$ cat config.mk
export PLATFORM = sky130hd
export DESIGN_NAME = fetch_unit
export DESIGN_NICKNAME = d
export VERILOG_FILES = /design/src/rtl/fetch_unit.sv
export SDC_FILE = /design/constraint.sdc
export NUM_CORES = 1
export LEC_CHECK = 0
export ABC_AREA = 1
export CORE_ASPECT_RATIO = 1.25
export CORE_MARGIN = 2
export CORE_UTILIZATION = 33
export CTS_CLUSTER_SIZE = 10
export DETAILED_ROUTE_END_ITERATION = 16
export GPL_ROUTABILITY_DRIVEN = 1
export PLACE_DENSITY_LB_ADDON = 0.08
export SETUP_SLACK_MARGIN = 0.3
export SYNTH_ARGS = -nofsm -noshare
export SYNTH_HDL_FRONTEND = slang
export SYNTH_SLANG_ARGS = --single-unit
$ cat constraint.sdc
create_clock -name clk -period 2.7 [get_ports clk]
set_input_delay 0.405 -clock clk [delete_from_list [all_inputs] [get_ports clk]]
set_output_delay 0.405 -clock clk [all_outputs]
set_load 0.01 [all_outputs]
$ cat src/rtl/fetch_unit.sv
// Instruction-fetch stage: owns the PC, fetches one word per req/ack handshake
// and holds it for decode until the core retires it.
module fetch_unit #(
  parameter logic [31:0] RESET_PC  = 32'h0000_0000,
  parameter logic [31:0] NOP_INSTR = 32'h0000_0013
) (
  input  logic        clk,
  input  logic        rstN,
  output logic        imemReq,
  output logic [31:0] imemAddr,
  input  logic        imemAck,
  input  logic [31:0] imemRdata,
  output logic [31:0] instr,
  output logic [31:0] instrPC,
  output logic        instrValid,
  input  logic        instrReady,
  input  logic        PCSrc,
  input  logic [31:0] immExt,
  output logic        misaligned
);

  typedef enum logic [1:0] {
    IDLE,
    REQ,
    HOLD,
    FAULT
  } state_e;

  state_e      state_q, state_d;
  logic [31:0] pc_q, pc_d;
  logic [31:0] instr_q, instr_d;
  logic [31:0] instr_pc_q, instr_pc_d;
  logic        instr_valid_q, instr_valid_d;
  logic        misaligned_q, misaligned_d;
  logic [31:0] next_pc;
  logic        retire;

  // NOTE: every always_comb output gets a default first so no path leaves it unassigned (no latch).
  always_comb begin
    state_d       = state_q;
    pc_d          = pc_q;
    instr_d       = instr_q;
    instr_pc_d    = instr_pc_q;
    instr_valid_d = instr_valid_q;
    misaligned_d  = misaligned_q;
    retire        = instr_valid_q & instrReady;
    next_pc       = PCSrc ? (instr_pc_q + immExt) : (instr_pc_q + 32'd4);

    unique case (state_q)
      IDLE: state_d = REQ;
      REQ: begin
        if (imemAck) begin
          instr_d       = imemRdata;
          instr_pc_d    = pc_q;
          instr_valid_d = 1'b1;
          state_d       = HOLD;
        end
      end
      HOLD: begin
        if (retire) begin
          instr_valid_d = 1'b0;
          instr_d       = NOP_INSTR;
          if (next_pc[1:0] == 2'b00) begin
            pc_d    = next_pc;
            state_d = REQ;
          end else begin
            // A misaligned target is fatal: pc keeps the faulting instruction's fetch address.
            misaligned_d = 1'b1;
            state_d      = FAULT;
          end
        end
      end
      FAULT: state_d = FAULT;
      default: state_d = IDLE;
    endcase
  end

  // NOTE: sequential state uses non-blocking assignments so all flops update together on the edge.
  always_ff @(posedge clk or negedge rstN) begin
    if (!rstN) begin
      state_q       <= IDLE;
      pc_q          <= RESET_PC;
      instr_q       <= NOP_INSTR;
      instr_pc_q    <= 32'h0000_0000;
      instr_valid_q <= 1'b0;
      misaligned_q  <= 1'b0;
    end else begin
      state_q       <= state_d;
      pc_q          <= pc_d;
      instr_q       <= instr_d;
      instr_pc_q    <= instr_pc_d;
      instr_valid_q <= instr_valid_d;
      misaligned_q  <= misaligned_d;
    end
  end

  // All outputs come straight from flops; none depends combinationally on an input.
  assign imemReq    = (state_q == REQ);
  assign imemAddr   = pc_q;
  assign instr      = instr_q;
  assign instrPC    = instr_pc_q;
  assign instrValid = instr_valid_q;
  assign misaligned = misaligned_q;

endmodule

==> Word-level counts from Yosys, hierarchy flattened <==
Cells that the tools add are included.
{ "classes": {"reduce_logical": 8, "eq_ne": 5, "bitwise": 2, "n_addsub": 2, "mux": 11} }
{ "op_table": {"columns": ["cell", "count"], "rows": [
  ["32-bit two-way mux", 3],
  ["32-bit one-hot mux with 2 select lines", 1],
  ["32-bit by 3-bit adder with 32-bit output, second input constant", 1],
  ["32-bit adder", 1],
  ["3-bit AND reduction", 3],
  ["2-bit one-hot mux with 4 select lines", 1],
  ["2-bit two-way mux", 3],
  ["2-bit equality test, second input constant", 2],
  ["2-bit logical NOT", 2],
  ["2-bit AND reduction", 2],
  ["2-bit by 1-bit equality test with 1-bit output, second input constant", 1],
  ["1-bit two-way mux", 2],
  ["2-bit by 1-bit != test with 1-bit output, second input constant", 1],
  ["2-bit != test, second input constant", 1],
  ["1-bit one-hot mux with 2 select lines", 1],
  ["2-bit nonzero test", 1],
  ["1-bit bitwise AND", 1],
  ["1-bit NOT", 1]
]} }
{ "word_totals": {"ff_bits": 100, "input_bits": 69, "output_inout_bits": 99} }

==> Depth between registers and ports, before layout <==
Gate-level depths: netlist of the first run.
{ "logic_depth": {"ltp_word": 6, "ltp_mapped": 13, "depth_no_buf": 13} }

==> Worst setup path after synthesis of the first run <==
Ideal clock, no wire load.
{ "synth_path": {"path_type": "reg2reg", "startpoint": "reg instr_pc_q[0] (netlist: instrPC[0])", "endpoint": "reg pc_q[28] (netlist: imemAddr[28])", "n_path_buf": 1, "stages_incl_launch_ff": 9, "path_slack_ps": 599, "t_arrival_ps": 1979, "cell_sequence": "dfrtp_1 ha_1 fa_1 or3_4 nand2_2 nand2_4 buf_6 a21oi_1 a21oi_1"} }
{ "synth_between": {"elab_chain_cells": 4, "elab_cells_between_ends": 5} }
{ "synth_rtl": {"columns": ["item", "line", "rtl"], "rows": [
  ["from (decl)", "32", "logic [31:0] instr_pc_q, instr_pc_d;"],
  ["from (signal assigned)", "91", "instr_pc_q <= instr_pc_d;"],
  ["32-bit by 3-bit adder with 32-bit output or 32-bit adder (tied branches)", "47", "next_pc = PCSrc ? (instr_pc_q + immExt) : (instr_pc_q + 32'd4);"],
  ["32-bit two-way mux *", "47", null],
  ["2-bit logical NOT", "63", "if (next_pc[1:0] == 2'b00) begin"],
  ["3-bit AND reduction (no source line)", null, null],
  ["to (signal assigned)", "89", "pc_q <= pc_d;"],
  ["to (decl)", "30", "logic [31:0] pc_q, pc_d;"]
]} }
Every way passes the cells marked *; elsewhere a longest branch is shown, timed or not.
A chain may end at the register's enable or synchronous reset.

==> Worst setup path after layout of the first run <==
{ "layout_path": {"startpoint": "in immExt[0]", "endpoint": "reg pc_q[25] (netlist: imemAddr[25])"} }
{ "layout_between": {"elab_chain_cells": 4} }
{ "layout_rtl": {"columns": ["item", "line", "rtl"], "rows": [
  ["from (decl)", "18", "input logic [31:0] immExt,"],
  ["32-bit adder *", "47", null],
  ["32-bit two-way mux *", "47", null],
  ["2-bit logical NOT", "63", null],
  ["3-bit AND reduction (no source line)", null, null]
]} }
Marks and branches as above.

==> flow_summary.ini, run 1 <==
[critical_path]
crit_path_end_kind = flip-flop
crit_top_cell = a21oi_1
startpoint_type = primary input
worstPathRequired_ns = 2.94
worst-path-stages = 9
crit_slowest_cell = fa_1
reg2reg_depth = 8
worstPathMaxFanout = 9
slowest_delay_ns = 0.46
cpLargestDelayFamily = buffers and inverters
criticalPathCategory = primary input to flip-flop
crit_chain = clkdlybuf4s50_1 -> ha_4 -> fa_1 -> or3_4 -> nand2_4 -> nand2_8 -> buf_4 -> a21oi_1 -> a21oi_1
cp.arrival_ns = 2.54
crit_buf_inv = 2

[synth]
synthXorXnorAreaFrac_pct = 1.989
syn_inst = 1050
synthesis.area_um2 = 7046
synthAdderAreaFrac_pct = 5.967
ys_ff_latch = 100
syn_area_per_cell_um2 = 6.710
synthMuxAreaShare_pct = 0
synth_warnings = 0
ys.flop_type = dfrtp_1
synth_edf_count = 0
synth_cell_type_count = 39
yosysSeqAreaShare_pct = 35.57
synthArstFlopShare_pct = 100.0
synth-compound-area-share_pct = 13.16
synth_top_family_by_area = simple AND/OR/NAND/NOR gates
yosys.area_share.simple_pct = 32.66
synth_nets = 1152

[timing]
hold_slack_ns = 0.03431
finalCriticalPeriod_ns = 2.304
period_share_pct = 85.33
finalSetupViolations = 0
skew_ns = 0.01183
slew_viol_final = 0
relSlewSlack_pct = 60.95
finalHoldViolations = 0
setup-tns-final_ns = 0
worst_slew_pin_slew_ns = 0.5858
fmax_mhz = 434.1
rsz0062_at_grt = no

[detailed_routing]
drc = 0
wl_per_cell_um = 17.19
ant_nets = 0
finalWirelength_um = 25970
first_pass_iters = 7
vias_per_cell = 4.858
initialDrtViolationCount = 494
num_vias = 7340

[clock_tree]
cts.sinks = 100
clock_latency_ns = 0.36
cts_hold_buf = 0
htree_levels = 3
clockBufferDepth = 2
numCtsBuffers = 9
cts_tree = done
clk_pin_slew_ns = 0.08
cts-root-buf = clkbuf_16

[floorplanning]
core-area_um2 = 20890
die_area_um2 = 22540
ios = 168
start_util_pct = 33.72
rows = 59
fp.dieW_um = 134.7
dieHeight_um = 167.4

[global_routing]
grt_antenna_before_repair = 0
grt_pass1_vias = 7036
grt_pass1_wl_um = 39770
grt.overflow.total = 0
grt_max_degree = 42
grt_usage_pct = 23.04

[placed_design]
finalWeightedCongestion = 0.8927
place_area_um2 = 9140
io_buffers = 167
hpwl_um = 20720

[pwr]
p_total_mw = 3.265
leakage_nw = 4.953
p_sw_mw = 0.8851
sw_frac_of_total_pct = 27.11
p_int_mw = 2.380
seqPwrFrac_pct = 45.8
vdd_drop_max_mv = 0.2687
power_frac_clock_pct = 39.6
power.share.combinational_pct = 14.5
p_per_area_nw_per_um2 = 343.5

[worst_hold_path]
min-delay-path-class = primary input to async pin

[finish]
diodes = 0
final_util_pct = 45.49
nFillCells = 2203
nNetsFinal = 1334
post_route_cells_drive_above_1_share_pct = 5.416
final_common_cell = nand2_1
layout_common_cells = 367 x nand2_1, 166 x clkdlybuf4s50_1, 157 x inv_1
final_area_um2 = 9504
area_growth_pct = 34.90

[status]
status = finished clean

[run]
maxCapViolCount = 0
area by class of cell:
| cell class | count | area [um^2] | area share (%) |
|---|---|---|---|
| tap | 274 | 342.8 | 3.607 |
| clock inverter | 5 | 43.79 | 0.4608 |
| inverter | 160 | 615.6 | 6.477 |
| sequential | 100 | 2506 | 26.37 |
| multi-input combinational | 767 | 3841 | 40.42 |
| timing repair buffer | 194 | 1902 | 20.01 |
| clock buffer | 11 | 252.7 | 2.659 |
worst reg2reg max path, stage by stage, from the launching register on:
cell     delay (ns)
dfrtp_1        0.44
ha_4           0.20
fa_1           0.46
or3_4          0.41
nand2_4        0.11
nand2_8        0.09
buf_4          0.22
a21oi_1        0.13
a21oi_1        0.08
final timing paths:
| path | startpoint | end | slack (ns) |
|---|---|---|---|
| min in group clk | misaligned$_DFFE_PN0P_ | misaligned$_DFFE_PN0P_ | 0.47 |
| max reg2reg | instrPC[0]$_DFFE_PN0P_ | imemAddr[25]$_DFFE_PN0P_ | 0.45 |
| max | immExt[0] | imemAddr[25]$_DFFE_PN0P_ | 0.40 |
| min reg2reg | misaligned$_DFFE_PN0P_ | misaligned$_DFFE_PN0P_ | 0.47 |
| min | rstN | instrPC[7]$_DFFE_PN0P_ | 0.03 |
| max in group asynchronous | rstN | imemAddr[7]$_DFFE_PN0P_ | 1.84 |
synth_stat cells (all sizes together), types with 5 or more instances:
cell type | count | area share (%)
a21oi | 69 | 5.0
a22o | 29 | 3.6
a31oi | 5 | 0.53
buf | 7 | 1.1
clkbuf | 16 | 0.85
dfrtp | 97 | 34
ha | 32 | 5.7
inv | 159 | 8.5
nand2 | 369 | 20
nand3 | 59 | 4.3
nand3b | 10 | 1.1
nand4 | 8 | 0.71
nor2 | 104 | 5.7
nor3 | 12 | 0.85
o21ai | 41 | 2.9
xor2 | 14 | 1.7
kinds of logic after synthesis:
kind of cell / Yosys count
xor gates and xnor gates: 16
buffers and inverters: 183
and+or+nand+nor: 564
AOI/OAI and AO/OA: 154
adders and majority gates: 33
DFF: 100
sequential cells by signal, indices dropped and copies added, names as in the netlist:
signal	count
imemAddr	32
instrPC	32
instr	32
state_q	2
instrValid	1
misaligned	1
per-layer routing:
layer  up-vias  global-route usage, %  wire [um]
met2       228                  38.25      12430
met3        43                  2.906       1136
met4         0                  9.886       1075
met5         -                      0          0
li1       3699                      -          -
met1      3370                  30.02      11330
stage by stage:
stage	std cells	worst slack [ns]
finish	1511	0.3962
global route	1511	0.3149
detailed placement	1494	-0.02493
global placement	1494	0.02918
floorplan	1050	0.5989
CTS	1510	0.3507
repair_timing:
| item | in CTS | in global routing |
|---|---|---|
| gates resized for setup | 0 | 6 |
| setup endpoints to repair | 0 | 16 |
| setup buffers | 0 | 0 |
| hold endpoints to repair | 0 | 0 |
power by group through the flow:
stage / clock network (mW) / registers (mW) / logic (mW)
after floorplan: 0 / 1.53 / 0.241
after global placement: 0 / 1.53 / 0.471
after detailed placement: 0 / 1.53 / 0.471
after CTS: 1.33 / 1.50 / 0.473
after global routing: 1.39 / 1.50 / 0.531
final: 1.29 / 1.50 / 0.474
(Power assumes the default switching activity.)
==> run 2: changes to the inputs <==
--- a/config.mk
+++ b/config.mk
@@ -14,6 +14,7 @@
 export GPL_ROUTABILITY_DRIVEN = 1
 export PLACE_DENSITY_LB_ADDON = 0.08
 export SETUP_SLACK_MARGIN = 0.3
+export SLEW_MARGIN = 5
 export SYNTH_ARGS = -nofsm -noshare
 export SYNTH_HDL_FRONTEND = slang
 export SYNTH_SLANG_ARGS = --single-unit
==> constraint.sdc (replaced) <==
create_clock -name clk -period 2.7 [get_ports clk]
set_input_delay 0.405 -clock clk [delete_from_list [all_inputs] [get_ports clk]]
set_output_delay 0.405 -clock clk [all_outputs]
set_load 0.05 [all_outputs]
==> run 2 against run 1 <==
Effect of this change:
- fmax increased by 0.58%
- sequential share of layout area up 0.14 points
- wire length is 0.60% lower
- critical path depth unchanged
- utilization is 0.19 points lower
- largest cell class unchanged
- highest routed layer unchanged
==> flow_summary.ini, run 2 (synthesis gave the netlist of run 1 again) <==
[placed_design]
hpwl_um = 20700
io_buffers = 167
dp.cells = 1493
pre_cts_ws_ns = 0.02116
finalWeightedCongestion = 0.9163

[detailed_routing]
routed-wl-met3_um = 1331
highest_layer = met4
wl_met1_um = 11060
wl_per_cell_um = 17.11
num_vias = 7342
vias_per_cell = 4.865
met2_length_um = 12710
drc = 0
ant_nets = 0
first_pass_iters = 5
finalWirelength_um = 25820
initialDrtViolationCount = 557

[clock_tree]
cts_tree = done
htree_levels = 3
clockBufferDepth = 2
clock_latency_ns = 0.36
clk_pin_slew_ns = 0.07
numCtsBuffers = 9
post_cts_buffers = 0
cts.sinks = 100
cts-root-buf = clkbuf_16

[global_routing]
grt_usage_pct = 23.29
grt.overflow.total = 0
grt_max_degree = 41
grt_pass1_vias = 7173
grt_pass1_wl_um = 40230
grt_antenna_before_repair = 0

[pwr]
leakage_nw = 4.943
vdd_drop_max_mv = 0.3192
p_per_area_nw_per_um2 = 348.3

[floorplanning]
dieHeight_um = 167.4
fp.dieW_um = 134.7
die_area_um2 = 22540
ios = 168
start_util_pct = 33.72
rows = 59
core-area_um2 = 20890

[timing]
slew_viol_final = 0
fmax_mhz = 436.6
rsz0062_at_grt = yes
finalHoldViolations = 0
setup-tns-final_ns = 0
finalCriticalPeriod_ns = 2.291
period_share_pct = 84.84
worst_slew_pin_slew_ns = 0.5449
hold_slack_ns = 0.01404
relSlewSlack_pct = 63.56
finalSetupViolations = 0
skew_ns = 0.01226
fin_ws_ns = 0.4094

[critical_path]
reg2reg_depth = 8
rrSetupSlack_ns = 0.43
crit_path_end_kind = flip-flop
criticalPathCategory = primary input to flip-flop
worstPathRequired_ns = 2.94
startpoint_type = primary input
cp.arrival_ns = 2.53
worstPathMaxFanout = 16

[finish]
nNetsFinal = 1332
multi_input_area_um2 = 3819
final_common_cell = nand2_1
nFillCells = 2236
area_growth_pct = 34.33
post_route_cells_drive_above_1_share_pct = 5.344
fin_cells = 1509
layout_common_cells = 366 x nand2_1, 166 x clkdlybuf4s50_1, 157 x inv_1
diodes = 0
seqCellArea_um2 = 2509

[worst_hold_path]
min-delay-path-class = primary input to async pin

[run]
maxCapViolCount = 0

[status]
status = finished clean
run 2: path summary, 6_finish.rpt:
path,from,endpoint
worst max-delay path,immExt[0],imemAddr[12]$_DFFE_PN0P_
worst min-delay path,rstN,instrPC[7]$_DFFE_PN0P_
worst max register to register,instrPC[0]$_DFFE_PN0P_,imemAddr[12]$_DFFE_PN0P_
worst min register to register,misaligned$_DFFE_PN0P_,misaligned$_DFFE_PN0P_
max in group asynchronous,rstN,instr[0]$_DFFE_PN1P_
min in group clk,misaligned$_DFFE_PN0P_,misaligned$_DFFE_PN0P_
run 2: area by class of cell:
cell class	instances	area share (%)
clock inverters	5	0.6346
multi-input cells	767	40.35
flip-flops and latches	100	26.51
clock buffers	11	2.459
well taps	274	3.622
inverters	160	6.504
repair buffers	192	19.92
run 2: what timing repair did:
action | 4_1_cts | 5_1_grt
gates resized for setup | 0 | 7
hold buffers | 0 | 0
setup endpoints to repair | 0 | 6
run 2: power by group:
| group | internal, mW | switching [mW] |
|---|---|---|
| clock | 0.726 | 0.602 |
| combinational | 0.196 | 0.276 |
| sequential | 1.50 | 0 |
| total | 2.42 | 0.878 |
run 2: metal layers:
layer | GRT usage [%] | up-vias
li1 | - | 3693
met4 | 7.506 | 0
met2 | 39.68 | 232
met1 | 29.87 | 3386
met3 | 3.936 | 31
met5 | 0 | -
run 2: critical path, stage by stage:
cell             delay, ns
clkdlybuf4s50_1       0.46
ha_1                  0.19
fa_1                  0.44
or3_4                 0.39
nand2_2               0.10
nand2_4               0.10
buf_12                0.19
a31oi_1               0.14
a21oi_1               0.09
run 2: through the flow:
step           power (mW)  utilization [%]  instance area [um^2]
4_1_cts             3.323            45.18                  9438
6_report            3.296            45.30                  9464
2_1_floorplan       1.767                -                  7046
3_3_place_gp        1.997            43.77                  9145
3_5_place_dp        1.997            43.77                  9145
5_1_grt             3.458            45.30                  9464
==> run 3: changes to the inputs <==
==> constraint.sdc (replaced) <==
create_clock -name clk -period 2.2 [get_ports clk]
set_input_delay 0.33 -clock clk [delete_from_list [all_inputs] [get_ports clk]]
set_output_delay 0.33 -clock clk [all_outputs]
set_load 0.05 [all_outputs]
==> run 3 against run 2 <==
Effect of this change:
- final area increased by 11%
- setup slack got worse by 0.32 ns
- die area unchanged
- utilization increased by 5.1 points
- register-to-register slack got worse by 0.34 ns
- wire length increased by 2.6%
- first-iteration DRC count decreased by 25%
- sequential share of layout area decreased by 2.6 points
- clock skew decreased by 0.0018 ns
==> flow_summary.ini, run 3 (synthesis gave the netlist of run 1 again) <==
[status]
status = finished clean

[timing]
finalSetupViolations = 0
period_share_pct = 95.99
relSlewSlack_pct = 63.96
hold_slack_ns = 0.3539
finalCriticalPeriod_ns = 2.112
skew_ns = 0.01047
slew_viol_final = 0
worst_slew_pin_slew_ns = 0.5407
finalHoldViolations = 0
rsz0062_at_grt = yes
fmax_mhz = 473.5
setup-tns-final_ns = 0

[critical_path]
reg2reg_to = imemAddr[8]$_DFFE_PN0P_
startpoint_type = flip-flop
rrSetupSlack_ns = 0.09
slowest_delay_ns = 0.43
cp.arrival_ns = 2.40
reg2reg_depth = 8
r2r_start = instrPC[0]$_DFFE_PN0P_
worstPathRequired_ns = 2.49
criticalPathCategory = flip-flop to flip-flop
worstPathMaxFanout = 35
crit_slowest_cell = dfrtp_2
crit_path_end_kind = flip-flop
crit_chain = ha_4 -> fa_2 -> or3_4 -> nand2_4 -> nand2_8 -> clkinv_8 -> o311ai_0 -> nand2_1

[pwr]
leakage_nw = 5.660
p_sw_mw = 1.133
seqPwrFrac_pct = 43.8
p_total_mw = 4.197
p_int_mw = 3.065
sw_frac_of_total_pct = 26.99
p_per_area_nw_per_um2 = 398.8
power.share.combinational_pct = 16.7
vdd_drop_max_mv = 0.2844
power_frac_clock_pct = 39.5

[detailed_routing]
drc = 0
num_vias = 7687
first_pass_iters = 5
finalWirelength_um = 26490
wl_per_cell_um = 16.47
ant_nets = 0
initialDrtViolationCount = 418
vias_per_cell = 4.780

[global_routing]
grt_usage_pct = 23.30
grt_antenna_before_repair = 0
grt.overflow.total = 0
grt_pass1_wl_um = 40440
grt_max_degree = 55
grt_pass1_vias = 7475

[placed_design]
io_buffers = 167
finalWeightedCongestion = 0.9166
hpwl_um = 21140

[clock_tree]
numCtsBuffers = 9
cts.sinks = 100
htree_levels = 3
clockBufferDepth = 2
cts_tree = done
clock_latency_ns = 0.35
clk_pin_slew_ns = 0.07
cts-root-buf = clkbuf_16

[finish]
nFillCells = 2132
seqCellArea_um2 = 2511
layout_common_cells = 351 x nand2_1, 157 x inv_1, 119 x buf_4
multi_input_area_um2 = 4168
final_util_pct = 50.37
diodes = 0
nNetsFinal = 1431
area_growth_pct = 49.37
post_route_cells_drive_above_1_share_pct = 17.17
final_common_cell = nand2_1

[worst_hold_path]
min-delay-path-class = primary input to async pin

[floorplanning]
core-area_um2 = 20890
die_area_um2 = 22540
start_util_pct = 33.72
dieHeight_um = 167.4
rows = 59
fp.dieW_um = 134.7
ios = 168

[run]
maxCapViolCount = 0
[run 3: worst max-delay path, delay by kind of cell (launching register included)]
kind / cells / cell delay, ns
flops: 1 / 0.43
fa+ha+maj: 2 / 0.58
buf+inv: 1 / 0.16
compound gates: 1 / 0.16
simple gates: 4 / 0.68
[run 3: final cells by class]
class                   count  share of cell area (%)
well taps                 274                   3.258
clock inverters             6                  0.6777
repair buffers            290                   24.58
flip-flops and latches    100                   23.86
multi-input cells         768                   39.60
clock buffers              10                   2.176
inverters                 160                   5.850
[run 3: power by group through the flow]
stage	Sequential (mW)	Clock [mW]	Combinational, mW
floorplan	1.87	0	0.299
global placement	1.87	0	0.655
detailed placement	1.87	0	0.657
CTS	1.84	1.69	0.666
global route	1.84	1.75	0.786
finish	1.84	1.66	0.702
[run 3: worst max path at each step]
stage,startpoint,to,slack [ns],cells after the start
finish,instrPC[0]$_DFFE_PN0P_,imemAddr[8]$_DFFE_PN0P_,0.09,8
global route,instrPC[0]$_DFFE_PN0P_,imemAddr[2]$_DFFE_PN0P_,0.01,8
CTS,instrPC[0]$_DFFE_PN0P_,imemAddr[8]$_DFFE_PN0P_,0.04,8
detailed placement,immExt[0],imemAddr[10]$_DFFE_PN0P_,-0.36,9
global placement,immExt[0],imemAddr[8]$_DFFE_PN0P_,-0.30,9
floorplan,instrPC[0]$_DFFE_PN0P_,imemAddr[7]$_DFFE_PN0P_,0.05,9
[run 3: repair_timing]
item / 4_1_cts / 5_1_grt
cloned: 1 / 0
pin swaps: 4 / 6
setup endpoints to repair: 95 / 37
endpoints found under the hold margin: 5 / 0
setup buffers: 2 / 3
resized for setup: 69 / 62
hold buffers: 1 / 0
[run 3: per-layer routing]
metal  track usage, %  part of all wire (%)  vias to the layer above
met5                0                     0                        -
met4            6.911                   2.3                        0
met3            3.088                   5.0                       30
met2            37.85                    46                      214
met1            32.25                    47                     3538
li1                 -                     -                     3905
[run 3: stage by stage]
| step | setup slack (ns) | instance area, um^2 | std cells |
|---|---|---|---|
| detailed placement | -0.3630 | 9930 | 1585 |
| floorplan | 0.04539 | 7104 | 1050 |
| CTS | 0.04297 | 10210 | 1605 |
| finish | 0.08822 | 10520 | 1608 |
| global placement | -0.2957 | 9930 | 1585 |
| global route | 0.01135 | 10520 | 1608 |
